<file path="src/rtl/wshb_arbiter_rr_if.sv">
// Wishbone B4 bundle shared by the arbiter's two requesters and its SDRAM-side port.
//   master modport : drives cyc/stb/adr/we/sel/cti/bte/dat_ms, receives dat_sm/ack/err/rty
//   slave  modport : the mirror image
interface wshb_if;
    logic        cyc;
    logic        stb;
    logic [31:0] adr;
    logic        we;
    logic [3:0]  sel;
    logic [2:0]  cti;
    logic [1:0]  bte;
    logic [31:0] dat_ms;
    logic [31:0] dat_sm;
    logic        ack;
    logic        err;
    logic        rty;

    modport master (
        output cyc, stb, adr, we, sel, cti, bte, dat_ms,
        input  dat_sm, ack, err, rty
    );

    modport slave (
        input  cyc, stb, adr, we, sel, cti, bte, dat_ms,
        output dat_sm, ack, err, rty
    );
endinterface

</file>
<file path="src/rtl/wshb_arbiter_rr.sv">
// Two-master round-robin Wishbone arbiter in front of the SDRAM controller.
// Ownership is held for a whole cyc and is only taken away at an ack boundary
// once MAX_GRANT acks have been served and the other master is waiting.
//   clk        : Wishbone system clock
//   rst        : synchronous, active-high reset
//   wshb_ifs_0 : requester 0 (video reader)
//   wshb_ifs_1 : requester 1 (frame writer / test-pattern generator)
//   wshb_ifm   : shared path to the SDRAM controller
//   grant      : registered one-hot owner {OWN1, OWN0}, 2'b00 when nobody owns the bus
module wshb_arbiter_rr #(
    parameter int MAX_GRANT    = 64,
    parameter int FIRST_MASTER = 0
) (
    input  logic       clk,
    input  logic       rst,
    wshb_if.slave      wshb_ifs_0,
    wshb_if.slave      wshb_ifs_1,
    wshb_if.master     wshb_ifm,
    output logic [1:0] grant
);

    localparam int             CW       = $clog2(MAX_GRANT + 1);
    localparam logic [CW-1:0]  CNT_MAX  = CW'(MAX_GRANT);
    localparam logic [CW-1:0]  CNT_LAST = CW'(MAX_GRANT - 1);
    localparam logic [CW-1:0]  CNT_ONE  = CW'(1);
    // Pretending the other master went last makes FIRST_MASTER win the first tie.
    localparam logic           LAST_RST = (FIRST_MASTER == 0) ? 1'b1 : 1'b0;

    typedef enum logic [1:0] {
        IDLE,
        OWN0,
        OWN1,
        GAP
    } state_t;

    state_t         state, state_nxt;
    logic           last_owner, last_owner_nxt;
    logic [CW-1:0]  ack_cnt, ack_cnt_nxt;
    logic           req0, req1;
    logic           quota_hit;

    assign req0 = wshb_ifs_0.cyc;
    assign req1 = wshb_ifs_1.cyc;

    // The ack arriving now is the one that uses up the owner's quota
    // (or the quota is already saturated).
    assign quota_hit = wshb_ifm.ack && (ack_cnt >= CNT_LAST);

    // NOTE: every signal written in a combinational block gets a default first;
    // a path that leaves one unassigned would infer a latch.
    always_comb begin
        state_nxt      = state;
        last_owner_nxt = last_owner;
        ack_cnt_nxt    = ack_cnt;
        unique case (state)
            IDLE: begin
                ack_cnt_nxt = '0;
                if (req0 && req1) begin
                    state_nxt = last_owner ? OWN0 : OWN1;
                end else if (req0) begin
                    state_nxt = OWN0;
                end else if (req1) begin
                    state_nxt = OWN1;
                end
            end
            OWN0: begin
                if (wshb_ifm.ack && (ack_cnt != CNT_MAX)) begin
                    ack_cnt_nxt = ack_cnt + CNT_ONE;
                end
                // Preemption only ever happens on an ack, never mid-transfer.
                if ((quota_hit && req1) || (!req0 && !wshb_ifm.ack)) begin
                    state_nxt      = GAP;
                    last_owner_nxt = 1'b0;
                end
            end
            OWN1: begin
                if (wshb_ifm.ack && (ack_cnt != CNT_MAX)) begin
                    ack_cnt_nxt = ack_cnt + CNT_ONE;
                end
                if ((quota_hit && req0) || (!req1 && !wshb_ifm.ack)) begin
                    state_nxt      = GAP;
                    last_owner_nxt = 1'b1;
                end
            end
            GAP: begin
                state_nxt = IDLE;
            end
            default: begin
                state_nxt = IDLE;
            end
        endcase
    end

    // NOTE: state registers use non-blocking assignments so every flop samples
    // the pre-edge value of every other flop, independent of statement order.
    always_ff @(posedge clk) begin
        if (rst) begin
            state      <= IDLE;
            last_owner <= LAST_RST;
            ack_cnt    <= '0;
            grant      <= 2'b00;
        end else begin
            state      <= state_nxt;
            last_owner <= last_owner_nxt;
            ack_cnt    <= ack_cnt_nxt;
            grant      <= {state_nxt == OWN1, state_nxt == OWN0};
        end
    end

    // Request path is a pure function of the registered state and the owner's
    // signals, so wshb_ifm.ack never loops back into cyc/stb.
    always_comb begin
        wshb_ifm.cyc    = 1'b0;
        wshb_ifm.stb    = 1'b0;
        wshb_ifm.adr    = '0;
        wshb_ifm.we     = 1'b0;
        wshb_ifm.sel    = '0;
        wshb_ifm.cti    = '0;
        wshb_ifm.bte    = '0;
        wshb_ifm.dat_ms = '0;
        wshb_ifs_0.ack  = 1'b0;
        wshb_ifs_1.ack  = 1'b0;
        unique case (state)
            OWN0: begin
                wshb_ifm.cyc    = wshb_ifs_0.cyc;
                wshb_ifm.stb    = wshb_ifs_0.stb;
                wshb_ifm.adr    = wshb_ifs_0.adr;
                wshb_ifm.we     = wshb_ifs_0.we;
                wshb_ifm.sel    = wshb_ifs_0.sel;
                wshb_ifm.cti    = wshb_ifs_0.cti;
                wshb_ifm.bte    = wshb_ifs_0.bte;
                wshb_ifm.dat_ms = wshb_ifs_0.dat_ms;
                wshb_ifs_0.ack  = wshb_ifm.ack;
            end
            OWN1: begin
                wshb_ifm.cyc    = wshb_ifs_1.cyc;
                wshb_ifm.stb    = wshb_ifs_1.stb;
                wshb_ifm.adr    = wshb_ifs_1.adr;
                wshb_ifm.we     = wshb_ifs_1.we;
                wshb_ifm.sel    = wshb_ifs_1.sel;
                wshb_ifm.cti    = wshb_ifs_1.cti;
                wshb_ifm.bte    = wshb_ifs_1.bte;
                wshb_ifm.dat_ms = wshb_ifs_1.dat_ms;
                wshb_ifs_1.ack  = wshb_ifm.ack;
            end
            default: begin
            end
        endcase
    end

    // Read data is broadcast; only the ack tells a master the data is for it.
    assign wshb_ifs_0.dat_sm = wshb_ifm.dat_sm;
    assign wshb_ifs_1.dat_sm = wshb_ifm.dat_sm;
    assign wshb_ifs_0.err    = 1'b0;
    assign wshb_ifs_0.rty    = 1'b0;
    assign wshb_ifs_1.err    = 1'b0;
    assign wshb_ifs_1.rty    = 1'b0;

endmodule

</file>
<file path="src/flat_wrapper.sv">
// flat-port wrapper written by rule: the top's interface ports become plain ports
module wshb_arbiter_rr_flat 
#(
    parameter int MAX_GRANT    = 64,
    parameter int FIRST_MASTER = 0
)
  (clk, rst, grant, wshb_ifs_0_cyc, wshb_ifs_0_stb, wshb_ifs_0_adr, wshb_ifs_0_we, wshb_ifs_0_sel, wshb_ifs_0_cti, wshb_ifs_0_bte, wshb_ifs_0_dat_ms, wshb_ifs_0_dat_sm, wshb_ifs_0_ack, wshb_ifs_0_err, wshb_ifs_0_rty, wshb_ifs_1_cyc, wshb_ifs_1_stb, wshb_ifs_1_adr, wshb_ifs_1_we, wshb_ifs_1_sel, wshb_ifs_1_cti, wshb_ifs_1_bte, wshb_ifs_1_dat_ms, wshb_ifs_1_dat_sm, wshb_ifs_1_ack, wshb_ifs_1_err, wshb_ifs_1_rty, wshb_ifm_cyc, wshb_ifm_stb, wshb_ifm_adr, wshb_ifm_we, wshb_ifm_sel, wshb_ifm_cti, wshb_ifm_bte, wshb_ifm_dat_ms, wshb_ifm_dat_sm, wshb_ifm_ack, wshb_ifm_err, wshb_ifm_rty);
  wshb_if wshb_ifs_0_i ();
  wshb_if wshb_ifs_1_i ();
  wshb_if wshb_ifm_i ();
  input  logic clk;
  input  logic rst;
  output logic [1:0] grant;
  input wire logic [$bits(wshb_ifs_0_i.cyc)-1:0] wshb_ifs_0_cyc;
  input wire logic [$bits(wshb_ifs_0_i.stb)-1:0] wshb_ifs_0_stb;
  input wire logic [$bits(wshb_ifs_0_i.adr)-1:0] wshb_ifs_0_adr;
  input wire logic [$bits(wshb_ifs_0_i.we)-1:0] wshb_ifs_0_we;
  input wire logic [$bits(wshb_ifs_0_i.sel)-1:0] wshb_ifs_0_sel;
  input wire logic [$bits(wshb_ifs_0_i.cti)-1:0] wshb_ifs_0_cti;
  input wire logic [$bits(wshb_ifs_0_i.bte)-1:0] wshb_ifs_0_bte;
  input wire logic [$bits(wshb_ifs_0_i.dat_ms)-1:0] wshb_ifs_0_dat_ms;
  output wire logic [$bits(wshb_ifs_0_i.dat_sm)-1:0] wshb_ifs_0_dat_sm;
  output wire logic [$bits(wshb_ifs_0_i.ack)-1:0] wshb_ifs_0_ack;
  output wire logic [$bits(wshb_ifs_0_i.err)-1:0] wshb_ifs_0_err;
  output wire logic [$bits(wshb_ifs_0_i.rty)-1:0] wshb_ifs_0_rty;
  input wire logic [$bits(wshb_ifs_1_i.cyc)-1:0] wshb_ifs_1_cyc;
  input wire logic [$bits(wshb_ifs_1_i.stb)-1:0] wshb_ifs_1_stb;
  input wire logic [$bits(wshb_ifs_1_i.adr)-1:0] wshb_ifs_1_adr;
  input wire logic [$bits(wshb_ifs_1_i.we)-1:0] wshb_ifs_1_we;
  input wire logic [$bits(wshb_ifs_1_i.sel)-1:0] wshb_ifs_1_sel;
  input wire logic [$bits(wshb_ifs_1_i.cti)-1:0] wshb_ifs_1_cti;
  input wire logic [$bits(wshb_ifs_1_i.bte)-1:0] wshb_ifs_1_bte;
  input wire logic [$bits(wshb_ifs_1_i.dat_ms)-1:0] wshb_ifs_1_dat_ms;
  output wire logic [$bits(wshb_ifs_1_i.dat_sm)-1:0] wshb_ifs_1_dat_sm;
  output wire logic [$bits(wshb_ifs_1_i.ack)-1:0] wshb_ifs_1_ack;
  output wire logic [$bits(wshb_ifs_1_i.err)-1:0] wshb_ifs_1_err;
  output wire logic [$bits(wshb_ifs_1_i.rty)-1:0] wshb_ifs_1_rty;
  output wire logic [$bits(wshb_ifm_i.cyc)-1:0] wshb_ifm_cyc;
  output wire logic [$bits(wshb_ifm_i.stb)-1:0] wshb_ifm_stb;
  output wire logic [$bits(wshb_ifm_i.adr)-1:0] wshb_ifm_adr;
  output wire logic [$bits(wshb_ifm_i.we)-1:0] wshb_ifm_we;
  output wire logic [$bits(wshb_ifm_i.sel)-1:0] wshb_ifm_sel;
  output wire logic [$bits(wshb_ifm_i.cti)-1:0] wshb_ifm_cti;
  output wire logic [$bits(wshb_ifm_i.bte)-1:0] wshb_ifm_bte;
  output wire logic [$bits(wshb_ifm_i.dat_ms)-1:0] wshb_ifm_dat_ms;
  input wire logic [$bits(wshb_ifm_i.dat_sm)-1:0] wshb_ifm_dat_sm;
  input wire logic [$bits(wshb_ifm_i.ack)-1:0] wshb_ifm_ack;
  input wire logic [$bits(wshb_ifm_i.err)-1:0] wshb_ifm_err;
  input wire logic [$bits(wshb_ifm_i.rty)-1:0] wshb_ifm_rty;
  assign wshb_ifs_0_i.cyc = wshb_ifs_0_cyc;
  assign wshb_ifs_0_i.stb = wshb_ifs_0_stb;
  assign wshb_ifs_0_i.adr = wshb_ifs_0_adr;
  assign wshb_ifs_0_i.we = wshb_ifs_0_we;
  assign wshb_ifs_0_i.sel = wshb_ifs_0_sel;
  assign wshb_ifs_0_i.cti = wshb_ifs_0_cti;
  assign wshb_ifs_0_i.bte = wshb_ifs_0_bte;
  assign wshb_ifs_0_i.dat_ms = wshb_ifs_0_dat_ms;
  assign wshb_ifs_0_dat_sm = wshb_ifs_0_i.dat_sm;
  assign wshb_ifs_0_ack = wshb_ifs_0_i.ack;
  assign wshb_ifs_0_err = wshb_ifs_0_i.err;
  assign wshb_ifs_0_rty = wshb_ifs_0_i.rty;
  assign wshb_ifs_1_i.cyc = wshb_ifs_1_cyc;
  assign wshb_ifs_1_i.stb = wshb_ifs_1_stb;
  assign wshb_ifs_1_i.adr = wshb_ifs_1_adr;
  assign wshb_ifs_1_i.we = wshb_ifs_1_we;
  assign wshb_ifs_1_i.sel = wshb_ifs_1_sel;
  assign wshb_ifs_1_i.cti = wshb_ifs_1_cti;
  assign wshb_ifs_1_i.bte = wshb_ifs_1_bte;
  assign wshb_ifs_1_i.dat_ms = wshb_ifs_1_dat_ms;
  assign wshb_ifs_1_dat_sm = wshb_ifs_1_i.dat_sm;
  assign wshb_ifs_1_ack = wshb_ifs_1_i.ack;
  assign wshb_ifs_1_err = wshb_ifs_1_i.err;
  assign wshb_ifs_1_rty = wshb_ifs_1_i.rty;
  assign wshb_ifm_cyc = wshb_ifm_i.cyc;
  assign wshb_ifm_stb = wshb_ifm_i.stb;
  assign wshb_ifm_adr = wshb_ifm_i.adr;
  assign wshb_ifm_we = wshb_ifm_i.we;
  assign wshb_ifm_sel = wshb_ifm_i.sel;
  assign wshb_ifm_cti = wshb_ifm_i.cti;
  assign wshb_ifm_bte = wshb_ifm_i.bte;
  assign wshb_ifm_dat_ms = wshb_ifm_i.dat_ms;
  assign wshb_ifm_i.dat_sm = wshb_ifm_dat_sm;
  assign wshb_ifm_i.ack = wshb_ifm_ack;
  assign wshb_ifm_i.err = wshb_ifm_err;
  assign wshb_ifm_i.rty = wshb_ifm_rty;
  wshb_arbiter_rr #(.MAX_GRANT(MAX_GRANT), .FIRST_MASTER(FIRST_MASTER)) u_core (.clk(clk), .rst(rst), .wshb_ifs_0(wshb_ifs_0_i), .wshb_ifs_1(wshb_ifs_1_i), .wshb_ifm(wshb_ifm_i), .grant(grant));
endmodule
</file>
<file path="config.mk">
export PLATFORM = sky130hd
export DESIGN_NAME = wshb_arbiter_rr_flat
export DESIGN_NICKNAME = d
export VERILOG_FILES = /design/src/rtl/wshb_arbiter_rr_if.sv /design/src/rtl/wshb_arbiter_rr.sv /design/src/flat_wrapper.sv
export SDC_FILE = /design/constraint.sdc
export NUM_CORES = 1
export LEC_CHECK = 0
export CAP_MARGIN = 20
export CORE_AREA = 8 8 124 126
export CTS_CLUSTER_SIZE = 40
export DETAILED_ROUTE_END_ITERATION = 8
export DIE_AREA = 0 0 132 134
export PLACE_DENSITY = 0.66
export SYNTH_ARGS = -nofsm -noshare
export SYNTH_HDL_FRONTEND = slang
export SYNTH_SLANG_ARGS = --single-unit
</file>
<file path="constraint.sdc">
create_clock -name clk -period 2.16 [get_ports clk]
set_input_delay 0.324 -clock clk [delete_from_list [all_inputs] [get_ports clk]]
set_output_delay 0.324 -clock clk [all_outputs]
set_load 0.01 [all_outputs]
</file>
## After elaboration in Yosys (flattened, before gate mapping)

Cells that the tools add are included.

- Equality and inequality tests: 9
- Add/sub/neg operators: 1
- Reduce and logical (&&, ||, !) cells: 18
- Mux-type cells: 22
- $lt $le $gt $ge: 1

Operator list:

| operator | count |
|---|---|
| case mux 32 bit (2 select lines) | 2 |
| case mux 7 bit (2 select lines) | 1 |
| two-way mux 2 bit | 6 |
| case mux 1 bit (2 select lines) | 4 |
| case mux 2 bit (4 select lines) | 1 |
| case mux 4 bit (2 select lines) | 1 |
| adder 7 x 1 -> 7 bit, second input constant | 1 |
| >= comparator 7 x 6 -> 1 bit, second input constant | 1 |
| logical AND 1 bit | 7 |
| two-way mux 7 bit | 1 |
| inequality test 7 bit, second input constant | 1 |
| equality test 2 bit, second input constant | 3 |
| inequality test 2 x 1 -> 1 bit, second input constant | 3 |
| case mux 3 bit (2 select lines) | 1 |
| equality test 2 x 1 -> 1 bit, second input constant | 2 |
| two-way mux 1 bit | 4 |
| case mux 2 bit (2 select lines) | 1 |
| nonzero test 2 bit | 2 |
| zero test 1 bit | 3 |
| AND reduction 3 bit | 1 |
| zero test 2 bit | 1 |
| logical OR 1 bit | 2 |
| AND reduction 2 bit | 1 |
| OR reduction 2 bit | 1 |

- Input bits: 189
- Logic and storage cells: 55
- Register bits after elaboration: 12
- Output and inout port bits: 148

## Logic depth before layout (Yosys ltp)

- Depth after elaboration: 7
- Depth in mapped cells: 7
- Depth with buffers taken out: 6

## Least setup slack after synthesis

OpenSTA, ideal clock, no wires.

- Kind: flip-flop to output port
- From: register u_core.state[1]
- To: output port wshb_ifm_adr[0]
- Slack: 0.279 ns
- Data required time: 1.836 ns
- Stages on the path, launching flop included: 7
- Arrival: 1.557 ns
- Path buffers: 3
- Path through: dfxtp_1 > inv_1 > ha_1 > buf_2 > clkbuf_1 > clkbuf_1 > nor2b_1

- Longest elaborated chain between the ends: 2

RTL lines:

| item | line | text |
|---|---|---|
| start, declared | wshb_arbiter_rr.sv:36 | `state_t state, state_nxt;` |
| start signal, assigned | wshb_arbiter_rr.sv:103 | `state <= state_nxt;` |
| equality test 2 bit or equality test 2 x 1 -> 1 bit (tied branches) | wshb_arbiter_rr.sv:123 | `unique case (state)` |
| case mux 32 bit (2 select lines) * | wshb_arbiter_rr.sv:123 |  |
| end, declared | flat_wrapper.sv:40 | `output wire logic [$bits(wshb_ifm_i.adr)-1:0] wshb_ifm_adr;` |

Mark *: on every way between the ends. The rest lies on a longest branch, timed or not.

## Worst setup path after layout

- From: register u_core.state[0]
- To: output port wshb_ifm_adr[10]

Same word-level chain as after synthesis.

==> results.py <==
metrics = {
    "power": {
        "p_per_area_nw_per_um2": 866,
        "leakagePower_nw": 1.82,
        "design_power_total_mw": 4.11,
        "ir_drop_mv": 0.592,
    },
    "routing": {
        "routed_wl_mm": 12.0,
        "ant_nets": 0,
        "drt_iter0_markers": 120,
        "viasPerCell": 4.52,
        "firstDrtPassIters": 4,
        "drc": 0,
        "via_count": 3080,
        "avgRoutedWirePerCell_um": 17.6,
    },
    "place": {
        "place_inst": 673,
        "gp_congestion": 0.858,
        "dpl.hpwl_mm": 9.69,
        "portBuffers": 234,
        "dp_slack_ns": 0.00439,
    },
    "layout": {
        "multi_input_comb_area_um2": 1600,
        "final_nets": 696,
        "area.sequential_um2": 245,
        "antenna_cells": 0,
        "drive_above_1_share_pct": 11.6,
        "final_cells": 681,
        "syn_to_final_growth_pct": 93.6,
        "fillCellCount": 1423,
    },
    "synth": {
        "ys.flop_type": "dfxtp_1",
        "synth_area_leaders": "a22oi_1 (23%), buf_4 (21%), nor2b_1 (19%)",
        "netlist_instances": 336,
        "synthesis.area_um2": 2450,
        "avgSynthCellArea_um2": 7.30,
        "ys_seq_area_share_pct": 9.79,
        "synth_warnings": 0,
        "async_flop_share_pct": 0,
        "ys_seq_elements": 12,
        "synthDistinctLibCells": 44,
        "synth-edff-count": 0,
        "synth_top_cell_by_area": "a22oi_1",
        "synth_top_area_share_pct": 22.9,
    },
    "global_routing": {
        "grt_usage_pct": 12.4,
        "grt_first_pass_wirelength_mm": 18.2,
        "grt_start_max_net_pins": 43,
        "grt_pass1_vias": 3198,
        "grt_overflow": 0,
        "antenna_found_initial": 0,
    },
    "floorplan": {
        "die_w_um": 132,
        "die_y_um": 134,
        "ios": 337,
        "rows": 43,
        "core_um2": 13500,
        "die-area_um2": 17700,
        "initial_utilization_pct": 18.2,
    },
    "timing": {
        "hold_viol": 0,
        "min_period_over_period_pct": 95.8,
        "finalMaxSlewViolations": 0,
        "fmax_mhz": 483,
        "finalSetupTns_ns": 0,
        "period_minus_slack_ns": 2.07,
        "rsz0062_at_grt": "no",
        "max_slew_margin_pct": 65.2,
        "max_slew.worst_pin.slew_ns": 0.518,
        "setup_viol": 0,
        "final.setup.worst_slack_ns": 0.0899,
        "finalClockSkew_ns": 0.00286,
    },
    "clocking": {
        "cts_root_buf": "clkbuf_16",
        "htree_levels": 1,
        "insertion_delay_ns": 0.24,
        "cts_buffer_depth": 2,
        "cts-hold-fix-buffers": 0,
        "clock_sinks": 12,
        "cts_tree": "built",
        "numCtsBuffers": 3,
        "cts.reportedPaths.clkPinSlew_ns": 0.04,
    },
    "setup_path": {
        "startpoint_type": "flop",
        "critPathTopFamily": "buffers and inverters",
        "crit_chain": "inv_2 -> ha_4 -> buf_4 -> bufbuf_16 -> nor2b_1 -> clkdlybuf4s15_1",
        "end_kind": "output port",
        "worst_ep_required_time_ns": 1.84,
        "path_max_fanout": 21,
        "cp_slowest_cell": "dfxtp_4",
        "path_buf_inv": 4,
        "crit_type": "reg2out",
        "cp.arrival_ns": 1.75,
        "slowest_delay_ns": 0.37,
    },
    "hold_path": {
        "hold_path_class": "reg2reg",
    },
    "run_status": {
        "status": "complete, no violations",
    },
    "flow_run": {
        "maxCapViolCount": 0,
    },
}
## metrics by stage
step / util [%] / hold WS (ns) / cell area (um2)
global placement: 34.2 / 0.486 / 4620
global route: 35.2 / 0.548 / 4750
finish: 35.2 / 0.501 / 4750
CTS: 35.2 / 0.505 / 4760
floorplan: - / 0.393 / 2460
detailed placement: 34.2 / 0.495 / 4620
## Yosys cell counts, types with 5 or more instances
| cell | count |
|---|---|
| dfxtp_1 | 12 |
| o21ai_0 | 5 |
| ha_1 | 5 |
| a22oi_1 | 75 |
| buf_2 | 6 |
| inv_1 | 8 |
| nand2_1 | 5 |
| clkbuf_1 | 19 |
| nor2b_1 | 76 |
| nand3_1 | 5 |
| buf_4 | 69 |
## cell usage in the layout (no fill, tap or decap), drive strengths merged, types with 3 or more instances in the layout
master,n
a22oi,75
nor2b,76
a21oi,3
conb,4
dfxtp,12
ha,5
clkdlybuf4s15,17
nand3,5
nor2,4
o21ai,6
inv,8
buf,19
dlygate4sd2,56
clkdlybuf4s50,157
and2,3
clkbuf,8
nand4,4
nand2,5
## sequential cells by signal, indices dropped and copies added, names as in the netlist
name / flops
u_core.ack_cnt: 7
u_core.last_owner: 1
u_core.grant: 2
u_core.state: 2
## cells by family after synthesis
family          count (synthesis)  synth area share (%)
simple gates                  107                  26.8
buf+inv                       105                  27.2
compound gates                103                  32.2
flops                          12                  9.79
fa+ha+maj                       5                  2.55
mux                             2                 0.867
other cells                     1                 0.153
xor+xnor                        1                 0.357
## routing by layer
| metal | up-vias | track usage [%] | routed length [um] |
|---|---|---|---|
| li1 | 1465 | - | - |
| met1 | 1415 | 13.9 | 4650 |
| met2 | 179 | 22.2 | 6130 |
| met3 | 21 | 4.00 | 1050 |
| met4 | 0 | 2.81 | 164 |
| met5 | - | 0 | 0 |
## area by class of cell
cell class / instances / share of cell area, %
Multi-Input combinational cell: 222 / 33.6
Timing Repair Buffer: 255 / 54.0
Tap cell: 180 / 4.74
Sequential cell: 12 / 5.16
Inverter: 8 / 0.632
Clock buffer: 4 / 1.87
## worst paths after layout
path | start | to | slack, ns | cells after the start
max | u_core.state[0]$_SDFF_PP0_ | wshb_ifm_adr[10] | 0.09 | 6
min | u_core.last_owner$_SDFFE_PP1P_ | u_core.last_owner$_SDFFE_PP1P_ | 0.50 | 1
max reg2reg | u_core.state[0]$_SDFF_PP0_ | u_core.ack_cnt[0]$_SDFFE_PP0P_ | 0.22 | 7
min reg2reg | u_core.last_owner$_SDFFE_PP1P_ | u_core.last_owner$_SDFFE_PP1P_ | 0.50 | 1
## where the power goes
part	internal [mW]	switching, mW
combinational	1.90	1.53
sequential	0.272	0.0428
clock	0.279	0.0958
## repair_timing
item                       in CTS  in global routing
pin swaps                       0                  1
gates resized for setup       117                  7
setup buffers                   1                  1
setup endpoints to repair      77                 25
gates cloned                    2                  0
No activity file was read; power rests on OpenSTA's default activity.
